### src/rtl/instr_pkg.sv
// Shared opcodes, field geometry and FSM states for the instruction decode/dispatch block.
package instr_pkg;

    localparam int unsigned OPC_W     = 8;
    localparam int unsigned FIELD_W   = 8;
    localparam int unsigned KERNEL_W  = 4;

    localparam logic [OPC_W-1:0] OPC_NOP     = 8'h00;
    localparam logic [OPC_W-1:0] OPC_FETCH_A = 8'h02;
    localparam logic [OPC_W-1:0] OPC_FETCH_B = 8'h04;
    localparam logic [OPC_W-1:0] OPC_VREG    = 8'h40;
    localparam logic [OPC_W-1:0] OPC_BARRIER = 8'h44;
    localparam logic [OPC_W-1:0] OPC_CFG     = 8'h81;
    localparam logic [OPC_W-1:0] OPC_END     = 8'h82;

    // Fetch destination bit positions in fetch_valid / fetch_ready
    localparam int unsigned FETCH_FEATURE = 0;
    localparam int unsigned FETCH_WEIGHT  = 1;
    localparam int unsigned FETCH_BIAS    = 2;
    localparam int unsigned FETCH_SCALER  = 3;

    typedef enum logic [2:0] {
        ST_IDLE    = 3'd0,
        ST_DECODE  = 3'd1,
        ST_ISSUE_F = 3'd2,
        ST_ISSUE_C = 3'd3,
        ST_BARRIER = 3'd4
    } state_t;

    // Opcodes that issue a fetch request
    function automatic logic is_fetch_opc(input logic [OPC_W-1:0] opc);
        return (opc == OPC_FETCH_A) || (opc == OPC_FETCH_B);
    endfunction

endpackage

### src/rtl/sync_fifo.sv
// Single-clock FIFO with occupancy count; DEPTH must be a power of two.
module sync_fifo #(
    parameter int unsigned DATA_W = 64,
    parameter int unsigned DEPTH  = 4
) (
    input  logic                       clk,
    input  logic                       rst,
    input  logic                       push,
    input  logic [DATA_W-1:0]          wdata,
    input  logic                       pop,
    output logic [DATA_W-1:0]          rdata,
    output logic [$clog2(DEPTH):0]     count,
    output logic                       full,
    output logic                       empty
);

    localparam int unsigned PTR_W = $clog2(DEPTH);
    localparam int unsigned CNT_W = PTR_W + 1;

    logic [DATA_W-1:0] mem [DEPTH];
    logic [PTR_W-1:0]  wr_ptr;
    logic [PTR_W-1:0]  rd_ptr;
    logic              push_ok;
    logic              pop_ok;

    assign full    = (count == CNT_W'(DEPTH));
    assign empty   = (count == '0);
    assign push_ok = push && !full;
    assign pop_ok  = pop && !empty;
    assign rdata   = mem[rd_ptr];

    // Storage array; contents need no reset since count gates visibility
    always_ff @(posedge clk) begin
        if (push_ok) begin
            mem[wr_ptr] <= wdata;
        end
    end

    // Pointers and occupancy; pointers wrap naturally at the power-of-two depth
    always_ff @(posedge clk) begin
        if (rst) begin
            wr_ptr <= '0;
            rd_ptr <= '0;
            count  <= '0;
        end else begin
            if (push_ok) wr_ptr <= wr_ptr + PTR_W'(1);
            if (pop_ok)  rd_ptr <= rd_ptr + PTR_W'(1);
            count <= count + CNT_W'(push_ok) - CNT_W'(pop_ok);
        end
    end

endmodule

### src/rtl/instr_decode_dispatch.sv
// Buffers instructions, decodes them one at a time and issues fetch/config requests over valid/ready.
module instr_decode_dispatch
    import instr_pkg::*;
#(
    parameter int unsigned INSTR_W    = 64,
    parameter int unsigned FIFO_DEPTH = 4,
    parameter int unsigned NUM_FETCH  = 4,
    parameter int unsigned ADDR_W     = 16
) (
    input  logic                  clk,
    input  logic                  rst,
    input  logic                  instr_valid,
    input  logic [INSTR_W-1:0]    instr_data,
    output logic                  instr_ready,
    output logic [NUM_FETCH-1:0]  fetch_valid,
    input  logic [NUM_FETCH-1:0]  fetch_ready,
    output logic [7:0]            fetch_type,
    output logic [ADDR_W-1:0]     fetch_src,
    output logic [7:0]            fetch_dst,
    output logic [7:0]            fetch_mem_sel,
    output logic [7:0]            fetch_count,
    output logic                  cfg_valid,
    input  logic                  cfg_ready,
    output logic [3:0]            kernel_size,
    output logic [7:0]            feature_size,
    output logic                  lb_enable,
    output logic                  lb_mod,
    output logic                  feat_in_sel,
    output logic                  vreg_enable,
    output logic                  vreg_in_sel,
    input  logic [NUM_FETCH:0]    unit_busy,
    output logic                  exe_done,
    output logic                  err_illegal
);

    state_t                     state_q;
    state_t                     state_d;
    logic [INSTR_W-1:0]         dec_q;
    logic [INSTR_W-1:0]         fifo_rdata;
    logic [$clog2(FIFO_DEPTH):0] fifo_count;
    logic                       fifo_full;
    logic                       fifo_empty;
    logic                       fifo_pop;
    logic                       pop_ok_c;

    logic [OPC_W-1:0]   opc;
    logic [FIELD_W-1:0] f1, f2, f3, f4, f5, f6, f7;
    logic [NUM_FETCH-1:0] fetch_mask_c;
    logic [NUM_FETCH-1:0] fetch_left_c;

    // Next values of the registered outputs
    logic [NUM_FETCH-1:0] fetch_valid_d;
    logic [7:0]           fetch_type_d;
    logic [ADDR_W-1:0]    fetch_src_d;
    logic [7:0]           fetch_dst_d;
    logic [7:0]           fetch_mem_sel_d;
    logic [7:0]           fetch_count_d;
    logic                 cfg_valid_d;
    logic [3:0]           kernel_size_d;
    logic [7:0]           feature_size_d;
    logic                 lb_enable_d;
    logic                 lb_mod_d;
    logic                 feat_in_sel_d;
    logic                 vreg_enable_d;
    logic                 vreg_in_sel_d;
    logic                 exe_done_d;
    logic                 err_illegal_d;

    logic unused_bits;

    sync_fifo #(
        .DATA_W (INSTR_W),
        .DEPTH  (FIFO_DEPTH)
    ) u_fifo (
        .clk   (clk),
        .rst   (rst),
        .push  (instr_valid && instr_ready),
        .wdata (instr_data),
        .pop   (fifo_pop),
        .rdata (fifo_rdata),
        .count (fifo_count),
        .full  (fifo_full),
        .empty (fifo_empty)
    );

    assign instr_ready = !fifo_full;
    assign pop_ok_c    = !fifo_empty && !exe_done;

    assign opc = dec_q[INSTR_W-1 -: OPC_W];
    assign f1  = dec_q[INSTR_W-1-1*FIELD_W -: FIELD_W];
    assign f2  = dec_q[INSTR_W-1-2*FIELD_W -: FIELD_W];
    assign f3  = dec_q[INSTR_W-1-3*FIELD_W -: FIELD_W];
    assign f4  = dec_q[INSTR_W-1-4*FIELD_W -: FIELD_W];
    assign f5  = dec_q[INSTR_W-1-5*FIELD_W -: FIELD_W];
    assign f6  = dec_q[INSTR_W-1-6*FIELD_W -: FIELD_W];
    assign f7  = dec_q[INSTR_W-1-7*FIELD_W -: FIELD_W];

    assign unused_bits = ^{dec_q, f4[7:4], f5[7:4], fifo_count};

    // f1==0 targets the feature unit; otherwise f1 bits map onto the units above it
    always_comb begin
        fetch_mask_c = '0;
        if (f1 == 8'h00) begin
            fetch_mask_c[FETCH_FEATURE] = 1'b1;
        end else begin
            for (int i = 1; i < int'(NUM_FETCH); i++) begin
                fetch_mask_c[i] = f1[i-1];
            end
        end
    end

    assign fetch_left_c = fetch_valid & ~fetch_ready;

    // State register
    always_ff @(posedge clk) begin
        if (rst) state_q <= ST_IDLE;
        else     state_q <= state_d;
    end

    // Next-state logic
    always_comb begin
        state_d = state_q;
        case (state_q)
            ST_IDLE: begin
                if (pop_ok_c) state_d = ST_DECODE;
            end
            ST_DECODE: begin
                if (is_fetch_opc(opc)) begin
                    state_d = (fetch_mask_c != '0) ? ST_ISSUE_F : ST_IDLE;
                end else if (opc == OPC_CFG) begin
                    state_d = ST_ISSUE_C;
                end else if (opc == OPC_BARRIER) begin
                    state_d = ST_BARRIER;
                end else begin
                    state_d = ST_IDLE;
                end
            end
            ST_ISSUE_F: begin
                if (fetch_left_c == '0) state_d = ST_IDLE;
            end
            ST_ISSUE_C: begin
                if (cfg_ready) state_d = ST_IDLE;
            end
            ST_BARRIER: begin
                if (unit_busy == '0) state_d = ST_IDLE;
            end
            default: state_d = ST_IDLE;
        endcase
    end

    // Output/datapath next values; everything holds unless a state updates it
    always_comb begin
        fifo_pop        = 1'b0;
        fetch_valid_d   = fetch_valid;
        fetch_type_d    = fetch_type;
        fetch_src_d     = fetch_src;
        fetch_dst_d     = fetch_dst;
        fetch_mem_sel_d = fetch_mem_sel;
        fetch_count_d   = fetch_count;
        cfg_valid_d     = cfg_valid;
        kernel_size_d   = kernel_size;
        feature_size_d  = feature_size;
        lb_enable_d     = lb_enable;
        lb_mod_d        = lb_mod;
        feat_in_sel_d   = feat_in_sel;
        vreg_enable_d   = vreg_enable;
        vreg_in_sel_d   = vreg_in_sel;
        exe_done_d      = exe_done;
        err_illegal_d   = 1'b0;
        case (state_q)
            ST_IDLE: begin
                fifo_pop = pop_ok_c;
            end
            ST_DECODE: begin
                if (is_fetch_opc(opc)) begin
                    if (fetch_mask_c != '0) begin
                        fetch_valid_d   = fetch_mask_c;
                        fetch_type_d    = f1;
                        fetch_src_d     = ADDR_W'({f2, f3});
                        fetch_dst_d     = {f4[3:0], f5[3:0]};
                        fetch_mem_sel_d = f6;
                        fetch_count_d   = f7;
                    end
                end else begin
                    case (opc)
                        OPC_CFG: begin
                            cfg_valid_d    = 1'b1;
                            kernel_size_d  = f3[KERNEL_W-1:0];
                            feature_size_d = f2;
                            lb_enable_d    = f4[0];
                            lb_mod_d       = f1[0];
                            feat_in_sel_d  = f6[0];
                        end
                        OPC_VREG: begin
                            vreg_enable_d = f1[0];
                            vreg_in_sel_d = f2[0];
                            lb_mod_d      = f3[0];
                        end
                        OPC_END:     exe_done_d = 1'b1;
                        OPC_BARRIER: ;
                        OPC_NOP:     ;
                        default:     err_illegal_d = 1'b1;
                    endcase
                end
            end
            ST_ISSUE_F: begin
                fetch_valid_d = fetch_left_c;
            end
            ST_ISSUE_C: begin
                if (cfg_ready) cfg_valid_d = 1'b0;
            end
            default: ;
        endcase
    end

    // Decode register and registered outputs
    always_ff @(posedge clk) begin
        if (rst) begin
            dec_q         <= '0;
            fetch_valid   <= '0;
            fetch_type    <= '0;
            fetch_src     <= '0;
            fetch_dst     <= '0;
            fetch_mem_sel <= '0;
            fetch_count   <= '0;
            cfg_valid     <= 1'b0;
            kernel_size   <= '0;
            feature_size  <= '0;
            lb_enable     <= 1'b0;
            lb_mod        <= 1'b0;
            feat_in_sel   <= 1'b0;
            vreg_enable   <= 1'b0;
            vreg_in_sel   <= 1'b0;
            exe_done      <= 1'b0;
            err_illegal   <= 1'b0;
        end else begin
            if (fifo_pop) dec_q <= fifo_rdata;
            fetch_valid   <= fetch_valid_d;
            fetch_type    <= fetch_type_d;
            fetch_src     <= fetch_src_d;
            fetch_dst     <= fetch_dst_d;
            fetch_mem_sel <= fetch_mem_sel_d;
            fetch_count   <= fetch_count_d;
            cfg_valid     <= cfg_valid_d;
            kernel_size   <= kernel_size_d;
            feature_size  <= feature_size_d;
            lb_enable     <= lb_enable_d;
            lb_mod        <= lb_mod_d;
            feat_in_sel   <= feat_in_sel_d;
            vreg_enable   <= vreg_enable_d;
            vreg_in_sel   <= vreg_in_sel_d;
            exe_done      <= exe_done_d;
            err_illegal   <= err_illegal_d;
        end
    end

endmodule

### config.mk
export PLATFORM = sky130hd
export DESIGN_NAME = instr_decode_dispatch
export DESIGN_NICKNAME = d
export VERILOG_FILES = /design/src/rtl/instr_pkg.sv /design/src/rtl/sync_fifo.sv /design/src/rtl/instr_decode_dispatch.sv
export SDC_FILE = /design/constraint.sdc
export NUM_CORES = 1
export LEC_CHECK = 0
export ABC_AREA = 1
export BUFFER_PORTS_ARGS = -buffer_cell sky130_fd_sc_hd__buf_2
export CORE_MARGIN = 2
export CORE_UTILIZATION = 45
export DETAILED_ROUTE_END_ITERATION = 6
export PLACE_DENSITY = 0.71
export SLEW_MARGIN = 10
export SYNTH_ARGS = -nofsm -noshare
export SYNTH_HDL_FRONTEND = slang
export SYNTH_SLANG_ARGS = --single-unit
### constraint.sdc
create_clock -name clk -period 3.97 [get_ports clk]
set_input_delay 0.397 -clock clk [delete_from_list [all_inputs] [get_ports clk]]
set_output_delay 0.397 -clock clk [all_outputs]
set_load 0.01 [all_outputs]
==> results of run 1 <==
## placed cells by master, fill, tap and decap left out, types with 2 or more instances in the layout
cell	count
a21oi_1	27
a31oi_1	35
buf_2	141
buf_4	11
bufinv_16	2
clkbuf_1	12
clkbuf_16	41
clkbuf_8	3
clkinv_1	4
clkinv_2	10
dfxtp_1	136
diode_2	6
edfxtp_1	224
ha_1	6
inv_1	54
inv_2	6
nand2_1	86
nand3_1	18
nand3b_1	2
nand4_1	2
nor2_1	359
nor2_2	3
nor2_4	5
o21ai_0	215
o21ai_1	10
o22ai_1	21
xor2_1	2
## worst paths after layout
path                            depth (start not counted)                 to              from
worst max-delay path                                    4          dec_q[36]  u_fifo.rd_ptr[0]
worst min-delay path                                    1  u_fifo.mem[3][62]    instr_data[62]
worst max register to register                          4          dec_q[36]  u_fifo.rd_ptr[0]
worst min register to register                          2          cfg_valid         cfg_valid
## worst max-delay path, stage by stage (launching register included)
cell and delay, ns:
dfxtp_4 0.48, clkinv_2 0.77, buf_4 0.57, o21ai_0 0.24, a31oi_1 0.12
## sequential cells by signal, indices dropped and copies added, names as in the netlist
register       count
feature_size       8
state_q            3
vreg_enable        1
fetch_valid        4
fetch_type         8
u_fifo.count       3
fetch_mem_sel      8
cfg_valid          1
exe_done           1
u_fifo.mem       224
vreg_in_sel        1
u_fifo.rd_ptr      2
fetch_src         16
lb_mod             1
kernel_size        4
lb_enable          1
feat_in_sel        1
dec_q             56
fetch_count        8
u_fifo.wr_ptr      2
fetch_dst          8
err_illegal        1
## per-layer routing
layer / wire [µm] / global-route usage, % / vias to the layer above / share of wire [%]
met3: 2397 / 4.177 / 56 / 7.9
met4: 693 / 5.488 / 4 / 2.3
met5: 24 / 0 / - / 0.079
li1: - / - / 4685 / -
met2: 14110 / 31.56 / 306 / 46
met1: 13170 / 25.39 / 4426 / 43
## cell usage after synthesis
master | count | area [µm²]
nor3_4 | 1 | 16.27
edfxtp_1 | 224 | 6726
nor2_1 | 363 | 1363
o21ai_0 | 215 | 1076
inv_1 | 57 | 214.0
nand4_1 | 2 | 12.51
fa_1 | 1 | 20.02
a21oi_1 | 27 | 135.1
a21oi_2 | 1 | 8.760
nand3_1 | 18 | 90.09
o21ai_1 | 10 | 50.05
nand2_2 | 1 | 6.260
nand3b_1 | 2 | 15.01
buf_1 | 1 | 3.750
buf_4 | 3 | 22.52
a31oi_1 | 35 | 219.0
nor2_2 | 3 | 18.77
clkbuf_1 | 44 | 165.2
inv_2 | 5 | 18.77
dfxtp_1 | 138 | 2763
nand3_2 | 1 | 10.01
nor2_4 | 1 | 11.26
buf_2 | 23 | 115.1
ha_1 | 6 | 75.07
nand2_1 | 86 | 322.8
buf_6 | 4 | 45.04
o22ai_1 | 21 | 131.4
xor2_1 | 2 | 17.52
nor3_1 | 1 | 5.000
## final cells by class
cell class	instances	area [µm²]	share of cell area, %
tap	390	488.0	3.070
sequential	362	9494	59.72
clock buffer	56	1112	6.997
multi-input combinational	797	3633	22.86
clock inverter	16	130.1	0.8186
antenna	6	15.01	0.09445
inverter	62	235.2	1.480
timing repair buffer	152	788.3	4.959
## power breakdown
group	total (mW)	switching (mW)	internal, mW
Sequential	4.86	0.287	4.57
Clock	3.46	1.38	2.08
Combinational	2.60	1.83	0.779
## kinds of logic after synthesis
kind of cell | synth area share, %
adder cells (fa/ha/maj) | 0.6953
XOR/XNOR | 0.1281
AND/OR/NAND/NOR | 13.68
AO/OA/AOI/OAI | 11.85
buffers and inverters | 4.272
flip-flops | 69.38
## through the flow
step,instance area (µm²),power (mW),setup WS [ns],util [%],hold WS (ns)
2_1_floorplan,13680,6.812,0.4160,-,0.4441
3_3_place_gp,14640,7.460,1.650,49.13,0.4503
3_5_place_dp,14640,7.549,1.570,49.13,0.4599
4_1_cts,15880,11.00,1.560,53.30,0.07807
5_1_grt,15880,11.57,1.371,53.31,0.08737
6_report,15900,10.92,1.569,53.35,0.09530
==> run metrics, run 1 <==
status completed; I/O pins 150; H-tree Lvls 2; RSZ-0062 raised after global routing false; routability cong. around 0.85; worst endpoint required time 4.31 ns; crit path kind reg -> reg; Mapped Area about 14000 µm²; FF+latch count, synth ~360; hold crit path type in -> reg; Nets between 1000 and 1500; Vias/cell between 5 and 6; Leakage Power between 6 and 7 nW; Post-Syn Nets ~1400; Syn Area/Cell about 11 µm²; gr ovfl total 0; Syn. warnings 0; fillers 2581; routed len/inst approximately 17 µm; Setup-failing EPs final 0; Setup Skew ~0.0086 ns; maxcap violations 0; initial antenna violation count 5; Final Hold Viols 0; die area 31800 µm²; Worst-Margin Slew 1.104 ns; CP Launch Type flip-flop; Core Rows between 60 and 70; CTS Buf Count 40; first-pass GRT wire length approximately 47 mm; # clock sinks approximately 360; worst vdd ir 0.4554 mV; sequential share of the synthesized area a little over two thirds; vias in the first global route slightly below 9000; clk slew on worst S/H paths 0.06 ns; Port Buffers 141; drt initial violations roughly 730; Yosys cell types 29; largest net degree at the start of global routing 96; clk root buf clkbuf_16; R2R setup slack 1.57 ns; postcts setup bufs 0; Die Height 178.3 µm; Max clock buf depth 3; CTS tree done; ratio of final minimum period to clock period 60.47%; placed cell count 1763; drt pass-1 iters 5; cts repair resizes 0; area grow syn2layout 16.23%; Core Region ~30000 µm²; PD cells between 600 and 700 nW/µm²; Setup TNS Final 0 ns; worst rel slew slack 26.20%; hpwl dp approximately 17 mm; hold_buf cts 0; Worst Path Max Fanout 74; WP data arrival about 2.7 ns; cell count after synthesis 1296; Max Freq around 420 MHz; Clock Latency Late Sink 0.51 ns; count of non-filler cells in the finished layout between 1500 and 2000; Tmin final around 2.4 ns; final WL just over 30 mm; initial core utilization 45.90%; total vias in the final route about 9500; ANT nets after route 0; Die W 178.3 µm; global-route usage over all layers about a fifth; Max Slew Vio Count 0; layout cells sized above 1 15.92%; DRC viols 0; crit end category flip-flop
(Power assumes the default switching activity.)
==> run 2: changes to the inputs <==
- PLACE_DENSITY: 0.71 -> 0.73
- clock period: 3.97 -> 1.9 ns (I/O delays scaled with it)
==> run 2 against run 1 <==
Net effect:
- via count increased by 4.8%
- cell count grew 4.6%
- sequential cell count is the same
- register-to-register slack got worse by 1.5 ns
- clock-buffer cell count is 12 lower
- first-iteration DRC count up 7.5%
- die area did not move
- total power up 120%
- non-clock buffer count is 89 higher
- maximum frequency grew 33%
==> run metrics, run 2 (synthesis results as in run 1) <==
status completed; biggest regs u_fifo.mem x224, dec_q x56, fetch_src x16; worst rel slew slack 65.36% (+39 points); hold path endpoint u_fifo.count[0]; Final Hold Viols 0 (unchanged); RSZ-0062 raised after global routing false; Critical R2R Capture u_fifo.count[1]; Worst-Margin Slew 0.5196 ns (-0.5847 ns); crit path kind reg -> reg; sequential share of power 41.6% (-2.9 points); P_int 16.42 mW (+120%); I/O pins 150 (unchanged); Gate power share 27.2% (+3.4 points); Top Family by Delay on Critical Path adder cells; Clock Latency Late Sink 0.52 ns (about the same); crit end category flip-flop; layout cells sized above 1 18.29% (+2.4 points); hold path startpoint rst; cell mode on critical path ha_4; Setup TNS Final 0 ns (unchanged); Crit-path slowest cell fa_2; Vias/cell 5.160 (+0.24%); crit-path max cell delay 0.51 ns (-0.26 ns); RR Startpoint u_fifo.count[2]; hpwl dp 18.89 mm (+9.5%); worst setup slack after layout 0.1008 ns (-1.468 ns); worst r2r path cells 9 (+5); CTS Buf Count 38 (-5.0%); placed cell count 1787 (+1.4%); Die W 178.3 µm (unchanged); CP Cell Sequence nand3b_1, nand2_2, nor2_4, ha_4, inv_2, ha_4, fa_2, inv_1, nor2_1; clk slew on worst S/H paths 0.06 ns (about the same); CP Launch Type flip-flop; PD cells 1431 nW/µm² (+110%); Max Slew Vio Count 0 (unchanged); Max clock buf depth 3 (unchanged); Setup Skew 0.01371 ns (+0.005105 ns); global-route usage over all layers 19.98% (+0.89 points); Die Height 178.3 µm (unchanged); Hold Crit Depth 2 (+1); worst endpoint required time 2.35 ns (-1.96 ns); DRC viols 0 (unchanged); count of non-filler cells in the finished layout 1925 (+4.6%); dpl ws 0.08600 ns (-1.484 ns); routed len/inst 16.87 µm (+2.2%); fillers 2474 (-4.1%); first-pass GRT wire length 49.87 mm (+5.2%); commonest non-fill, non-tap cell in the layout nor2_1; WP data arrival 2.25 ns (-0.49 ns); Core Rows 63 (unchanged); clk root buf clkbuf_16; gr ovfl total 0 (unchanged); routability cong. 0.8251 (-2.8%); maxcap violations 0 (unchanged); Hold WS 0.03968 ns (-0.05562 ns); Core Region 29800 µm² (unchanged); final WL 32.47 mm (+6.9%); hold crit path type in -> reg; Worst Path Max Fanout 3 (-96%); CP startpoint u_fifo.count[2]; drt initial violations 784 (+7.5%); # clock sinks 362 (unchanged); ratio of final minimum period to clock period 94.69% (+34 points); Tmin final 1.799 ns (-0.6016 ns); largest net degree at the start of global routing 114 (+19%); vias in the first global route 9623 (+8.3%); die area 31800 µm² (unchanged); Switching Fraction 32.29% (+0.30 points); Sw Pwr 7.831 mW (+120%); ANT nets after route 0 (unchanged); R2R setup slack 0.10 ns (-1.47 ns); CTS tree done; initial core utilization 45.90% (unchanged); worst vdd ir 0.7730 mV (+70%); H-tree Lvls 2 (unchanged); Buf/Inv on CP 2 (unchanged); most frequent cells in the layout nor2_1, edfxtp_1, o21ai_0, buf_2, dfxtp_1; Leakage Power 6.573 nW (+7.6%); Top reg by flops u_fifo.mem; area grow syn2layout 23.96%; Nets 1586 (+5.8%); Max Freq 555.8 MHz (+33%); drt pass-1 iters 7 (+2); initial antenna violation count 4 (-1); total vias in the final route 9933 (+4.8%); Largest register FFs 224 (unchanged); Setup-failing EPs final 0 (unchanged); Port Buffers 141 (unchanged); clock share of power 31.2% (-0.5 points)
[run 2: worst max-delay path by stage]
stage	endpoint	slack (ns)	cells past startpoint
after floorplan	u_fifo.count[1]	-0.05	12
after global placement	u_fifo.count[1]	0.12	11
after detailed placement	u_fifo.count[1]	0.09	11
after CTS	u_fifo.count[1]	0.07	10
after global routing	fetch_mem_sel[1]	0.002	9
final	u_fifo.count[1]	0.10	9
[run 2: metal layers]
metal / part of all wire, % / GRT usage [%] / up-vias / wire, µm
met3: 6.4 / 4.028 / 54 / 2089
met1: 42 / 25.39 / 4701 / 13760
met4: 2.4 / 7.046 / 0 / 773
met5: 0 / 0 / - / 0
li1: - / - / 4860 / -
met2: 49 / 33.99 / 318 / 15850
[run 2: area by class of cell]
type | count | area, µm² | share of cell area [%]
sequential | 362 | 9500 | 56.04
multi-input combinational | 797 | 3684 | 21.73
timing repair buffer | 241 | 1747 | 10.30
clock buffer | 44 | 1005 | 5.926
tap | 390 | 488.0 | 2.878
clock inverter | 25 | 279.0 | 1.646
inverter | 62 | 241.5 | 1.424
antenna | 4 | 10.01 | 0.05904
[run 2: stage by stage]
step | util, % | area [µm²] | total power, mW
final | 56.90 | 16950 | 24.26
after global routing | 56.90 | 16950 | 25.61
after CTS | 56.56 | 16850 | 23.98
after detailed placement | 50.34 | 15000 | 16.28
after global placement | 50.34 | 15000 | 16.03
after floorplan | - | 13770 | 14.37
[run 2: power groups by stage]
stage               Combinational [mW]  Sequential [mW]  Clock [mW]
global placement                  5.86             10.2           0
finish                            6.60             10.1        7.58
detailed placement                6.06             10.2           0
CTS                               6.21             10.1        7.71
floorplan                         4.26             10.1           0
global route                      7.40             10.2        8.02
[run 2: repair_timing]
action                     4_1_cts  5_1_grt
resized for setup                0       11
setup endpoints to repair        0       11
hold endpoints to repair       225        0
hold buffers                    57        0
setup buffers                    0        7
==> run 3: changes to the inputs <==
- clock period: 1.9 -> 1.6 ns (I/O delays scaled with it)
==> run 3 against run 2 <==
Net effect:
- the run now ends with negative setup slack left
- setup slack lost 0.25 ns
- via count grew 4.5%
- total power grew 24%
- critical path type unchanged
- critical endpoint unchanged
- largest cell class unchanged
- largest power group unchanged
==> run metrics, run 3 (synthesis results as in run 1) <==
status finished, violations left; failing checks negative setup slack; placed cell count 1819 (+1.8%); ratio of final minimum period to clock period 109.6% (+15 points); Core Rows 63 (unchanged); # clock sinks 362 (unchanged); worst setup slack after layout -0.1530 ns (-0.2538 ns); largest net degree at the start of global routing 55 (-52%); H-tree Lvls 2 (unchanged); sequential share of power 40.3% (-1.3 points); clock share of power 29.4% (-1.8 points); CP startpoint u_fifo.count[2]; fin area 18280 µm² (+7.8%); Switching Fraction 32.53% (+0.25 points); maxcap violations 0 (unchanged); Max Slew Vio Count 0 (unchanged); Die Height 178.3 µm (unchanged); placed cell areas 15350 µm² (+2.4%); worst endpoint required time 2.05 ns (-0.30 ns); CTS tree done; Clock Latency Late Sink 0.52 ns (about the same); routed len/inst 18.14 µm (+7.5%); dpl ws -0.1543 ns (-0.2403 ns); Setup-failing EPs final 20 (+20); most frequent cells in the layout nor2_1, edfxtp_1, o21ai_0, buf_2, dfxtp_1; initial antenna violation count 2 (-2); Largest register FFs 224 (unchanged); layout cells sized above 1 27.73% (+9.4 points); CP Cell Sequence nand3b_1, nand2_2, nor2_4, ha_4, inv_2, ha_4, fa_2, inv_2, nor2_1; hold path startpoint rst; Port Buffers 141 (unchanged); worst rel slew slack 74.21% (+8.9 points); RR Startpoint u_fifo.count[2]; Core Region 29800 µm² (unchanged); initial core utilization 45.90% (unchanged); clk root buf clkbuf_16; Setup TNS Final -0.4641 ns (-0.4641 ns); PD cells 1649 nW/µm² (+15%); Gate power share 30.3% (+3.1 points); global-route usage over all layers 21.22% (+1.2 points); Sw Pwr 9.804 mW (+25%); worst vdd ir 1.067 mV (+38%); routability cong. 0.7930 (-3.9%); crit path kind reg -> reg; crit end category flip-flop; hold path endpoint state_q[1]; Leakage Power 7.175 nW (+9.2%); CP Launch Type flip-flop; Max clock buf depth 3 (unchanged); crit-path max cell delay 0.52 ns (about the same); vias in the first global route 9929 (+3.2%); I/O pins 150 (unchanged); Max Freq 570.5 MHz (+2.6%); Power, Total 30.14 mW (+24%); Hold Crit Depth 3 (+1); Critical R2R Capture u_fifo.count[1]; Top reg by flops u_fifo.mem; worst r2r path cells 9 (unchanged); Buf/Inv on CP 2 (unchanged); total vias in the final route 10380 (+4.5%); die area 31800 µm² (unchanged); P_int 20.33 mW (+24%); hpwl dp 19.87 mm (+5.2%); Crit-path slowest cell fa_2; Die W 178.3 µm (unchanged); Setup Skew 0.009462 ns (-0.004252 ns); RSZ-0062 raised after global routing true; first-pass GRT wire length 51.87 mm (+4.0%); drt initial violations 874 (+11%); ANT nets after route 0 (unchanged); Tmin final 1.753 ns (-0.04620 ns); hold crit path type in -> reg; Top Family by Delay on Critical Path adder cells; Worst Path Max Fanout 2 (-1); R2R setup slack -0.15 ns (-0.25 ns); Vias/cell 5.243 (+1.6%); count of non-filler cells in the finished layout 1979 (+2.8%); commonest non-fill, non-tap cell in the layout nor2_1; Final Hold Viols 0 (unchanged); DRC viols 0 (unchanged); Worst-Margin Slew 0.3868 ns (-0.1328 ns); Nets 1642 (+3.5%); biggest regs u_fifo.mem x224, dec_q x56, fetch_src x16; CTS Buf Count 37 (-2.6%); clk slew on worst S/H paths 0.06 ns (about the same); drt pass-1 iters 5 (-2); gr ovfl total 0 (unchanged); final WL 35.90 mm (+11%); area grow syn2layout 33.66%; WP data arrival 2.20 ns (-0.05 ns)
[run 3: worst reg2reg max path: stages, from the launching register on]
cell	delay, ns
dfxtp_2	0.32
nand3b_1	0.16
nand2_2	0.10
nor2_4	0.06
ha_4	0.26
inv_2	0.04
ha_4	0.15
fa_2	0.52
inv_2	0.03
nor2_1	0.07
[run 3: repair_timing]
item	in CTS	in global routing
setup buffers	14	5
resized for setup	70	128
hold buffers	57	0
cloned	7	10
endpoints found under the hold margin	225	0
pin swaps	20	55
endpoints found under the setup margin	126	314
[run 3: stage by stage]
stage                     hold slack (ns)  util, %
after global routing              0.07066    61.34
final                             0.05563    61.35
after floorplan                    0.2291        -
after detailed placement           0.3780    51.52
after CTS                         0.04395    59.21
after global placement             0.3736    51.52
[run 3: worst max-delay path by stage]
stage | to | slack (ns) | cells after the start
after floorplan | u_fifo.count[1] | -0.35 | 12
after detailed placement | u_fifo.count[1] | -0.15 | 11
after global placement | u_fifo.count[1] | -0.12 | 11
after global routing | u_fifo.count[1] | -0.21 | 9
after CTS | u_fifo.count[1] | -0.15 | 9
final | u_fifo.count[1] | -0.15 | 9
[run 3: routing by layer]
layer / share of wire [%] / vias to the layer above / wire (µm) / track usage (%)
met1: 41 / 4967 / 14790 / 27.07
met4: 3.4 / 0 / 1215 / 9.282
li1: - / 4977 / - / -
met3: 6.1 / 77 / 2187 / 3.495
met5: 0 / - / 0 / 0
met2: 49 / 355 / 17700 / 35.73
[run 3: cell type report]
class / count / area [µm²]
diodes: 2 / 5.005
clock buffers: 53 / 1084
clock inverters: 15 / 177.7
fillers: 2296 / 11520
inverters: 62 / 261.5
multi-input cells: 797 / 4108
flip-flops and latches: 362 / 9515
well taps: 390 / 488.0
repair buffers: 298 / 2641
[run 3: power by group through the flow]
stage | Sequential (mW) | Clock [mW] | Combinational, mW
after floorplan | 12.0 | 0 | 5.06
after global placement | 12.1 | 0 | 7.56
after detailed placement | 12.2 | 0 | 7.78
after CTS | 12.0 | 8.95 | 8.47
after global routing | 12.3 | 9.34 | 10.1
final | 12.2 | 8.86 | 9.13
